**config.mk**
```make
export PLATFORM = sky130hd
export DESIGN_NAME = div_unit
export DESIGN_NICKNAME = d
export VERILOG_FILES = /design/src/rtl/div_unit.sv
export SDC_FILE = /design/constraint.sdc
export NUM_CORES = 1
export LEC_CHECK = 0
export ABC_AREA = 1
export CAP_MARGIN = 20
export CORE_UTILIZATION = 59
export CTS_CLUSTER_DIAMETER = 30
export DETAILED_ROUTE_END_ITERATION = 16
export PLACE_DENSITY = 0.82
export SYNTH_ARGS = -nofsm -noshare
export SYNTH_HDL_FRONTEND = slang
export SYNTH_SLANG_ARGS = --single-unit
```
**constraint.sdc**
```tcl
create_clock -name clk_i -period 4.66 [get_ports clk_i]
set_input_delay 1.165 -clock clk_i [delete_from_list [all_inputs] [get_ports clk_i]]
set_output_delay 1.165 -clock clk_i [all_outputs]
set_load 0.05 [all_outputs]
```
**src/rtl/div_unit.sv**
```systemverilog
// div_unit: iterative radix-2 restoring divider for DIV/DIVU, one quotient bit per cycle.
// Quotient goes to LO and remainder to HI. stall_req_o holds the pipeline while busy, and done_o pulses when the result is ready.
module div_unit #(
  parameter int DATA_WIDTH = 32
) (
  input  logic                  clk_i,
  input  logic                  rst_ni,
  input  logic                  flush_i,
  input  logic                  start_i,
  input  logic                  is_signed_i,
  input  logic [DATA_WIDTH-1:0] operand_1_i,
  input  logic [DATA_WIDTH-1:0] operand_2_i,
  output logic                  stall_req_o,
  output logic                  done_o,
  output logic [DATA_WIDTH-1:0] quotient_o,
  output logic [DATA_WIDTH-1:0] remainder_o
);
  localparam int W = DATA_WIDTH;
  localparam int CW = $clog2(DATA_WIDTH);
  typedef enum logic [1:0] {IDLE, CALC, DONE} state_t;
  state_t        state_q;
  logic [CW-1:0] cnt_q;
  logic [W-1:0]  rem_q, dvd_q, dvs_q, op1_q, quo_q, rmd_q;
  logic          qneg_q, rneg_q, dz_q;
  logic          s1, s2;
  logic [W-1:0]  abs1, abs2, rem_d, dvd_d, quo_d, rmd_d;
  logic [W:0]    trial;
  always_comb begin
    s1 = is_signed_i & operand_1_i[W-1];
    s2 = is_signed_i & operand_2_i[W-1];
    abs1 = s1 ? -operand_1_i : operand_1_i;
    abs2 = s2 ? -operand_2_i : operand_2_i;
    // Remainder stays below the divisor, so W+1 bits are enough to hold the trial's sign.
    trial = {rem_q, dvd_q[W-1]} - {1'b0, dvs_q};
    rem_d = trial[W] ? {rem_q[W-2:0], dvd_q[W-1]} : trial[W-1:0];
    dvd_d = {dvd_q[W-2:0], ~trial[W]};
    quo_d = dz_q ? '1 : qneg_q ? -dvd_d : dvd_d;
    rmd_d = dz_q ? op1_q : rneg_q ? -rem_d : rem_d;
  end
  always_ff @(posedge clk_i or negedge rst_ni) begin
    if (!rst_ni) begin
      state_q <= IDLE;
      cnt_q   <= '0;
      rem_q   <= '0;
      dvd_q   <= '0;
      dvs_q   <= '0;
      op1_q   <= '0;
      quo_q   <= '0;
      rmd_q   <= '0;
      qneg_q  <= 1'b0;
      rneg_q  <= 1'b0;
      dz_q    <= 1'b0;
    end else if (flush_i) begin
      state_q <= IDLE;
    end else begin
      case (state_q)
        IDLE: if (start_i) begin
          state_q <= CALC;
          cnt_q   <= '0;
          rem_q   <= '0;
          dvd_q   <= abs1;
          dvs_q   <= abs2;
          op1_q   <= operand_1_i;
          qneg_q  <= s1 ^ s2;
          rneg_q  <= s1;
          dz_q    <= operand_2_i == '0;
        end
        CALC: begin
          rem_q <= rem_d;
          dvd_q <= dvd_d;
          cnt_q <= cnt_q + CW'(1);
          if (cnt_q == CW'(W - 1)) begin
            state_q <= DONE;
            quo_q   <= quo_d;
            rmd_q   <= rmd_d;
          end
        end
        default: state_q <= IDLE;
      endcase
    end
  end
  assign done_o      = (state_q == DONE) & ~flush_i;
  assign stall_req_o = rst_ni & ~flush_i & (((state_q == IDLE) & start_i) | (state_q == CALC));
  assign quotient_o  = quo_q;
  assign remainder_o = rmd_q;
endmodule
```
=== Word-level counts from Yosys, hierarchy flattened ===
Index checks and enable logic that the tools add are counted.

* Add/sub/neg operators: 6
* Muxes and demuxes: 17
* Reduce and logical (&&, ||, !) cells: 7
* Eq/ne operators: 6
* Bitwise logic cells: 10

{| class="wikitable"
|+ Operator list
! cell !! count
|-
| 32-bit 2-to-1 mux || 9
|-
| 32-bit negation || 4
|-
| 32-bit one-hot mux with 2 select lines || 2
|-
| 33-bit by 32-bit subtractor with 33-bit output || 1
|-
| 32-bit zero test || 1
|-
| 5-bit one-hot mux with 2 select lines || 1
|-
| 3-bit AND reduction || 3
|-
| 1-bit AND || 6
|-
| 2-bit 2-to-1 mux || 3
|-
| 3-bit inequality test (second input constant) || 2
|-
| 5-bit by 1-bit adder with 5-bit output (second input constant) || 1
|-
| 5-bit == test (second input constant) || 1
|-
| 5-bit 2-to-1 mux || 1
|-
| 2-bit one-hot mux with 2 select lines || 1
|-
| 2-bit by 1-bit == test with 1-bit output (second input constant) || 1
|-
| 2-bit == test (second input constant) || 1
|-
| 2-bit zero test || 1
|-
| 2-bit inequality test (second input constant) || 1
|-
| 1-bit inverter || 2
|-
| 2-bit AND reduction || 1
|-
| 2-bit nonzero test || 1
|-
| 1-bit OR || 1
|-
| 1-bit bitwise XOR || 1
|}

* Bits of input ports: 69
* Bits in registers: 202
* Output and inout bits: 66

=== Longest topological paths before layout ===
Gate-level depths: netlist of run 1.

* Word-level depth: 5
* Gate-level depth with buffers: 28
* Depth with buffers taken out: 28

=== Least setup slack after synthesis of run 1 ===
No wires, ideal clock.

* Kind: reg2reg
* Start point: register dvd_q[31]
* End point: register quo_q[30] (netlist: quotient_o[30])
* Required time: 4.540 ns
* Period minus slack after synthesis: 4.047 ns
* Cell stages (with the launch flop): 28
* Arrival time: 3.927 ns
* Buffers on the path: 1
* Path slack: 0.613 ns
* Setup time: 0.120 ns
* Cells stage by stage: dfrtp_1 -> inv_1 -> ha_1 -> inv_1 -> fa_1 -> nand2_1 -> nand2_1 -> nand3_1 -> nand2_1 -> nand2_2 -> nand2_4 -> nand2_4 -> nand3_4 -> nand2_8 -> buf_6 -> ha_1 -> nand3_1 -> nor3_1 -> nand3_1 -> nor3_1 -> nand2_1 -> o21ai_0 -> nand2_1 -> a21oi_1 -> o21ai_0 -> xor2_1 -> o22ai_1 -> inv_1

* Cells in the longest elaborated chain, start to end: 5

{| class="wikitable"
|+ RTL lines
! element !! line !! RTL
|-
| start: declaration || 23 || <nowiki>logic [W-1:0] rem_q, dvd_q, dvs_q, op1_q, quo_q, rmd_q;</nowiki>
|-
| start signal: assignment || 61 || <nowiki>dvd_q <= abs1;</nowiki>
|-
| start signal: assignment || 70 || <nowiki>dvd_q <= dvd_d;</nowiki>
|-
| 33-bit by 32-bit subtractor with 33-bit output || 34 || <nowiki>trial = {rem_q, dvd_q[W-1]} - {1'b0, dvs_q};</nowiki>
|-
| 1-bit inverter || 36 || <nowiki>dvd_d = {dvd_q[W-2:0], ~trial[W]};</nowiki>
|-
| 32-bit negation || 37 || <nowiki>quo_d = dz_q ? '1 : qneg_q ? -dvd_d : dvd_d;</nowiki>
|-
| 32-bit 2-to-1 mux (2 in series) || 37 ||
|-
| end signal: assignment || 74 || <nowiki>quo_q <= quo_d;</nowiki>
|-
| end: declaration || 23 ||
|}

Every way passes these cells.
A chain may end at the register's enable or synchronous reset.

=== Worst setup path after layout of run 1 ===
Ends and elaborated chain as after synthesis.

==> flow_summary.toml, run 1 <==
[grt]
grt_max_degree = 98
grt_pass1_wl_um = 72500
grt_util_all_layers = 0.381
grt.overflow.total = 0
first_global_vias = 13643
antenna_found_initial = 1

[sta]
worst_slew_pin_slew_ns = 0.977
setup_ws_ns = 0.321
clock.fmax_mhz = 230
relSlewSlack = 0.348
setup_viol = 0
fin_skew_ns = 0.0325
final_hold_viol_count = 0
min_period_ns = 4.34
fin_crit_sh = 0.931
drv_slew = 0
fin_setup_tns_ns = 0
rsz0062_at_grt = "no"

[synthesis]
synth_adder_area_share = 0.0351
synth_mux_area_frac = 0
synth_enable_flop_cells = 0
yosysSeqAreaShare = 0.358
yosys.area_share.simple = 0.313
netlist_area_um2 = 14100
yosysUniqueCellTypes = 55
synth_top_family_by_area = "simple AND/OR/NAND/NOR gates"
synthArstFlopShare = 1.00
synth-compound-area-share = 0.156
syn_area_per_cell_um2 = 6.84
ys_seq_elements = 202
synth-xor-area-share = 0.0428
synth_cells = 2065
synthesis.nets = 2173
synthFlopType = "dfrtp_1"
synth_warnings = 0

[placement]
dp_slack_ns = 0.249
dp_cells = 2468
place_congestion = 1.07
portBuffers = 134
place_hpwl_um = 33500

[worst_setup_path]
arrival_ns = 4.78
crit_path_max_fanout = 7
worstReg2RegStart = "dvd_q[31]"
path_class = "register to register"
cp-start-kind = "register"
timing.rr.end = "quotient_o[30]"
endpoint_kind = "register"
ff2ff_setup_slack_ns = 0.32
reg2reg_depth = 26
cp.required_ns = 5.10

[clock_tree]
cts.clk_slew.worst_paths_ns = 0.05
htreeDepth = 2
cts_made_buffers = 46
clk_latency_ns = 0.56
hold_buffers = 0
clockBufferDepth = 3
cts_tree = "built"
cts-root-buf = "clkbuf_16"
clock-sinks = 202

[cells_and_area]
multiInputGateArea_um2 = 7740
postLayoutCoreUtil = 0.744
stdcell_count = 2554
drive_gt1_frac = 0.0859
nets = 2305
fillCellCount = 1818
syn2layout_area_growth_pct = 23.7
seqCellArea_um2 = 5050

[die]
fp.dieW_um = 157
die_h_um = 157
core.rowCount = 56
die-area_um2 = 24600
coreArea_um2 = 23500
io_pins = 135
start_util = 0.602

[detailed_routing]
wire_per_inst_um = 18.1
final_antenna_net_count = 0
vias = 14838
viasPerCell = 5.81
drt-total-wl_um = 46200
dr.pass1.iters = 6
drc = 0
drt_iter0_drc = 1821

[run_status]
status = "finished, final reports clean"

[pwr]
p_total_w = 0.0128
leakagePower_nw = 8.92
ir_worst_vdd_mv = 0.423
power.density_nw_per_um2 = 731

[min_path]
worstHoldStart = "dvs_q[6]"
min_path_type = "register to register"
min_path_cells = 2
holdPathEnd = "dvs_q[6]"

[flow_run]
drv_cap = 0
==> placed cells by master (no fill, tap or decap), types with 25 or more instances in the layout <==
master	n
nand3_1	107
o21ai_0	172
clkbuf_16	46
nor2_1	171
nor3_1	28
inv_1	260
nand2_1	621
ha_1	38
o211ai_1	25
dfrtp_1	202
xor2_1	47
clkdlybuf4s50_1	132
nand2_2	31
o22ai_1	48
a21oi_1	78
==> sequential cells by signal (all words and copies together) (netlist names) <==
name / flops
dvs_q: 32
dvd_q: 32
remainder_o: 32
rneg_q: 1
qneg_q: 1
rem_q: 32
state_q: 2
op1_q: 32
dz_q: 1
quotient_o: 32
cnt_q: 5
==> cells in the mapped netlist, types with 2 or more instances <==
cell type / n / share of area
nand2_1: 621 / 0.17
inv_1: 261 / 0.069
dfrtp_1: 202 / 0.36
o21ai_0: 173 / 0.061
nor2_1: 172 / 0.046
nand3_1: 108 / 0.038
a21oi_1: 78 / 0.028
clkbuf_1: 56 / 0.015
o22ai_1: 48 / 0.021
xor2_1: 47 / 0.029
ha_1: 38 / 0.034
nand2_2: 31 / 0.014
nor3_1: 29 / 0.010
o211ai_1: 25 / 0.013
xnor2_1: 22 / 0.014
nand4_1: 19 / 0.0084
a31oi_1: 14 / 0.0062
nand2_4: 10 / 0.0080
o21ai_1: 10 / 0.0035
nor4_1: 9 / 0.0040
o21bai_1: 9 / 0.0048
inv_2: 7 / 0.0019
nor2_2: 7 / 0.0031
buf_1: 6 / 0.0016
a21o_1: 5 / 0.0027
o21ai_2: 5 / 0.0031
or2_2: 5 / 0.0022
buf_2: 4 / 0.0014
o31ai_1: 4 / 0.0021
a21oi_4: 3 / 0.0035
buf_6: 3 / 0.0024
clkinv_1: 3 / 0.00080
nand3_4: 3 / 0.0037
nor2_4: 3 / 0.0024
o22a_1: 3 / 0.0019
nand2_8: 2 / 0.0028
nand3b_1: 2 / 0.0011
==> through the flow <==
| step | area, um^2 | hold slack (ns) |
|---|---|---|
| detailed placement | 15700 | 0.463 |
| global route | 17500 | 0.497 |
| global placement | 15700 | 0.460 |
| CTS | 17500 | 0.476 |
| floorplan | 14100 | 0.444 |
| finish | 17500 | 0.478 |
==> cells by family after synthesis <==
kind of cell / count (synthesis)
adder cells (fa/ha/maj): 39
XOR/XNOR: 69
AND/OR/NAND/NOR: 1028
AO/OA/AOI/OAI: 384
flip-flops: 202
buffers and inverters: 343
==> power by group <==
group | leakage, nW | total [W] | internal [W] | switching (W)
sequential | 2.64 | 0.00238 | 0.00208 | 0.000303
combinational | 5.45 | 0.00678 | 0.00207 | 0.00471
clock | 0.833 | 0.00360 | 0.00242 | 0.00118
==> final cells by class <==
class,count,area share
sequential,202,0.289
inverter,271,0.0582
clock buffer,49,0.0671
antenna,1,0.000143
multi-input combinational,1520,0.443
timing repair buffer,156,0.0877
tap,319,0.0228
clock inverter,36,0.0319
==> worst max path at each step <==
stage | from | to | slack (ns) | cells after the start
6_report | dvd_q[31] | quotient_o[30] | 0.32 | 26
2_1_floorplan | dvd_q[31] | quotient_o[30] | 0.61 | 27
3_5_place_dp | dvd_q[31] | quotient_o[30] | 0.25 | 26
3_3_place_gp | dvd_q[31] | quotient_o[30] | 0.32 | 26
5_1_grt | dvd_q[31] | quotient_o[30] | 0.09 | 26
4_1_cts | dvd_q[31] | quotient_o[30] | 0.16 | 26
==> worst max-delay path: stages, from the launching register on <==
cell and delay, ns:
dfrtp_1 0.35, inv_1 0.14, ha_1 0.20, inv_1 0.09
fa_1 0.42, nand2_1 0.09, nand2_1 0.09, nand3_1 0.09
nand2_1 0.11, nand2_2 0.10, nand2_4 0.07, nand2_4 0.11
nand3_4 0.14, nand2_8 0.13, ha_1 0.19, nand3_1 0.12
nor3_2 0.18, nand3_1 0.16, nor3_1 0.22, nand2_1 0.13
o21ai_1 0.23, nand2_1 0.13, a21oi_1 0.24, o21ai_0 0.16
xor2_1 0.16, o22ai_1 0.12, inv_1 0.06
==> per-layer routing <==
metal	global-route usage	up-vias	routed length, um
met5	0	-	0
met4	0.125	0	1490
met3	0.0800	127	5020
met2	0.586	855	20400
met1	0.534	6888	19200
li1	-	6968	-
==> repair_timing <==
item / CTS / global route
resized for setup: 0 / 2
setup buffers: 0 / 0
setup endpoints to repair: 0 / 1
endpoints found under the hold margin: 0 / 0
Note: power is estimated with default switching activity, not from simulation.
==> run 2: changes to the inputs <==
- CELL_PAD_IN_SITES_DETAIL_PLACEMENT: not set -> 1
- CELL_PAD_IN_SITES_GLOBAL_PLACEMENT: not set -> 2
- CORE_UTILIZATION: 59 -> 33
- PLACE_DENSITY: 0.82 -> not set
- PLACE_DENSITY_LB_ADDON: not set -> 0.1
==> flow_summary.toml, run 2 (synthesis results as in run 1) <==
[run_status]
status = "finished, final reports clean"

[grt]
grt_pass1_wl_um = 90500
grt.overflow.total = 0
grt_util_all_layers = 0.274
first_global_vias = 15074
antenna_found_initial = 1
grt_max_degree = 150

[cells_and_area]
drive_gt1_frac = 0.0986
nets = 2327
syn2layout_area_growth_pct = 30.0
finalInstanceArea_um2 = 18400
final_cell_mix = "nand2_1 (621), inv_1 (259), dfrtp_1 (202)"
diodes = 0
fillCellCount = 5275
final_common_cell = "nand2_1"

[placement]
place_hpwl_um = 44500
postPlaceCellArea_um2 = 16000
place_congestion = 1.02
portBuffers = 134

[die]
io_pins = 135
die-area_um2 = 43600
die_h_um = 209
core.rowCount = 75
fp.dieW_um = 209
coreArea_um2 = 42000
start_util = 0.336

[worst_setup_path]
arrival_ns = 4.74
crit_path_max_fanout = 7
cp-start-kind = "register"
path_class = "register to register"
endpoint_kind = "register"
cp.required_ns = 5.12

[flow_run]
drv_cap = 0

[sta]
min_period_ns = 4.28
fin_crit_sh = 0.918
relSlewSlack = 0.356
setup_viol = 0
clock.fmax_mhz = 234
worst_slew_pin_slew_ns = 0.966
drv_slew = 0
fin_skew_ns = 0.0243
final_hold_viol_count = 0

[clock_tree]
clock-sinks = 202
clockBufferDepth = 3
cts_made_buffers = 68
htreeDepth = 3
cts.clk_slew.worst_paths_ns = 0.04
clk_latency_ns = 0.59
cts-root-buf = "clkbuf_16"
cts_tree = "built"

[detailed_routing]
final_antenna_net_count = 0
vias = 14514
dr.pass1.iters = 5
drt-total-wl_um = 58400
drt_iter0_drc = 998
drc = 0
wire_per_inst_um = 20.8
viasPerCell = 5.17

[pwr]
power.density_nw_per_um2 = 782
p_total_w = 0.0144
leakagePower_nw = 9.24
ir_worst_vdd_mv = 0.412

[min_path]
min_path_type = "register to register"
[run 2: area by class of cell]
type	count	area, um^2	share of cell area
clock buffer	94	1980	0.108
clock inverter	28	347	0.0189
inverter	271	1020	0.0554
multi-input combinational	1520	7750	0.422
sequential	202	5050	0.275
tap	539	674	0.0367
timing repair buffer	156	1550	0.0842
[run 2: repair_timing]
item | CTS | global route
setup endpoints to repair | 0 | 3
gates resized for setup | 0 | 3
setup buffers | 0 | 0
hold buffers | 0 | 0
[run 2: worst paths after layout]
path / start / to / slack (ns) / depth (start not counted)
worst max register to register: dvd_q[31] / quotient_o[28] / 0.38 / 26
max in group asynchronous: rst_ni / quotient_o[26] / 2.81 / 2
worst min-delay path: remainder_o[27] / remainder_o[27] / 0.47 / 2
min in group asynchronous: rst_ni / rem_q[16] / 0.50 / 1
worst min register to register: remainder_o[27] / remainder_o[27] / 0.47 / 2
worst max-delay path: dvd_q[31] / quotient_o[28] / 0.38 / 26
[run 2: report_power, final]
part | total, W | internal, W | switching, W
Combinational | 0.00738 | 0.00208 | 0.00530
Sequential | 0.00239 | 0.00208 | 0.000303
Clock | 0.00459 | 0.00323 | 0.00136
Total | 0.0144 | 0.00739 | 0.00697
[run 2: metrics by stage]
stage	hold WS, ns	worst slack [ns]	util	instances	TNS [ns]
finish	0.473	0.384	0.437	2810	0
CTS	0.477	0.147	0.437	2810	0
global placement	0.464	0.311	0.381	2688	0
global route	0.490	-0.00537	0.437	2810	-0.00537
detailed placement	0.467	0.214	0.381	2688	0
floorplan	0.444	0.613	-	2065	0
[run 2: metal layers]
metal  track usage  vias to the layer above  part of all wire  wire [um]
li1              -                     7025                 -          -
met1         0.395                     7050              0.49      28600
met2         0.406                      358              0.43      25000
met3        0.0594                       81             0.060       3510
met4        0.0860                        0             0.022       1280
met5             0                        -                 0          0
[run 2: critical path, stage by stage, from the launching register on]
cell and delay (ns):
dfrtp_1 0.36, inv_1 0.13, ha_1 0.18, inv_1 0.07
fa_1 0.41, nand2_1 0.08, nand2_1 0.11, nand3_1 0.11
nand2_1 0.13, nand2_2 0.13, nand2_4 0.07, nand2_4 0.11
nand3_4 0.14, nand2_8 0.13, ha_1 0.19, nand3_1 0.14
nor3_2 0.18, nand3_1 0.15, nor3_1 0.22, nand2_1 0.16
inv_1 0.12, nand3_1 0.12, o21ai_0 0.26, o21ai_0 0.16
xor2_1 0.16, o22ai_1 0.11, inv_1 0.05
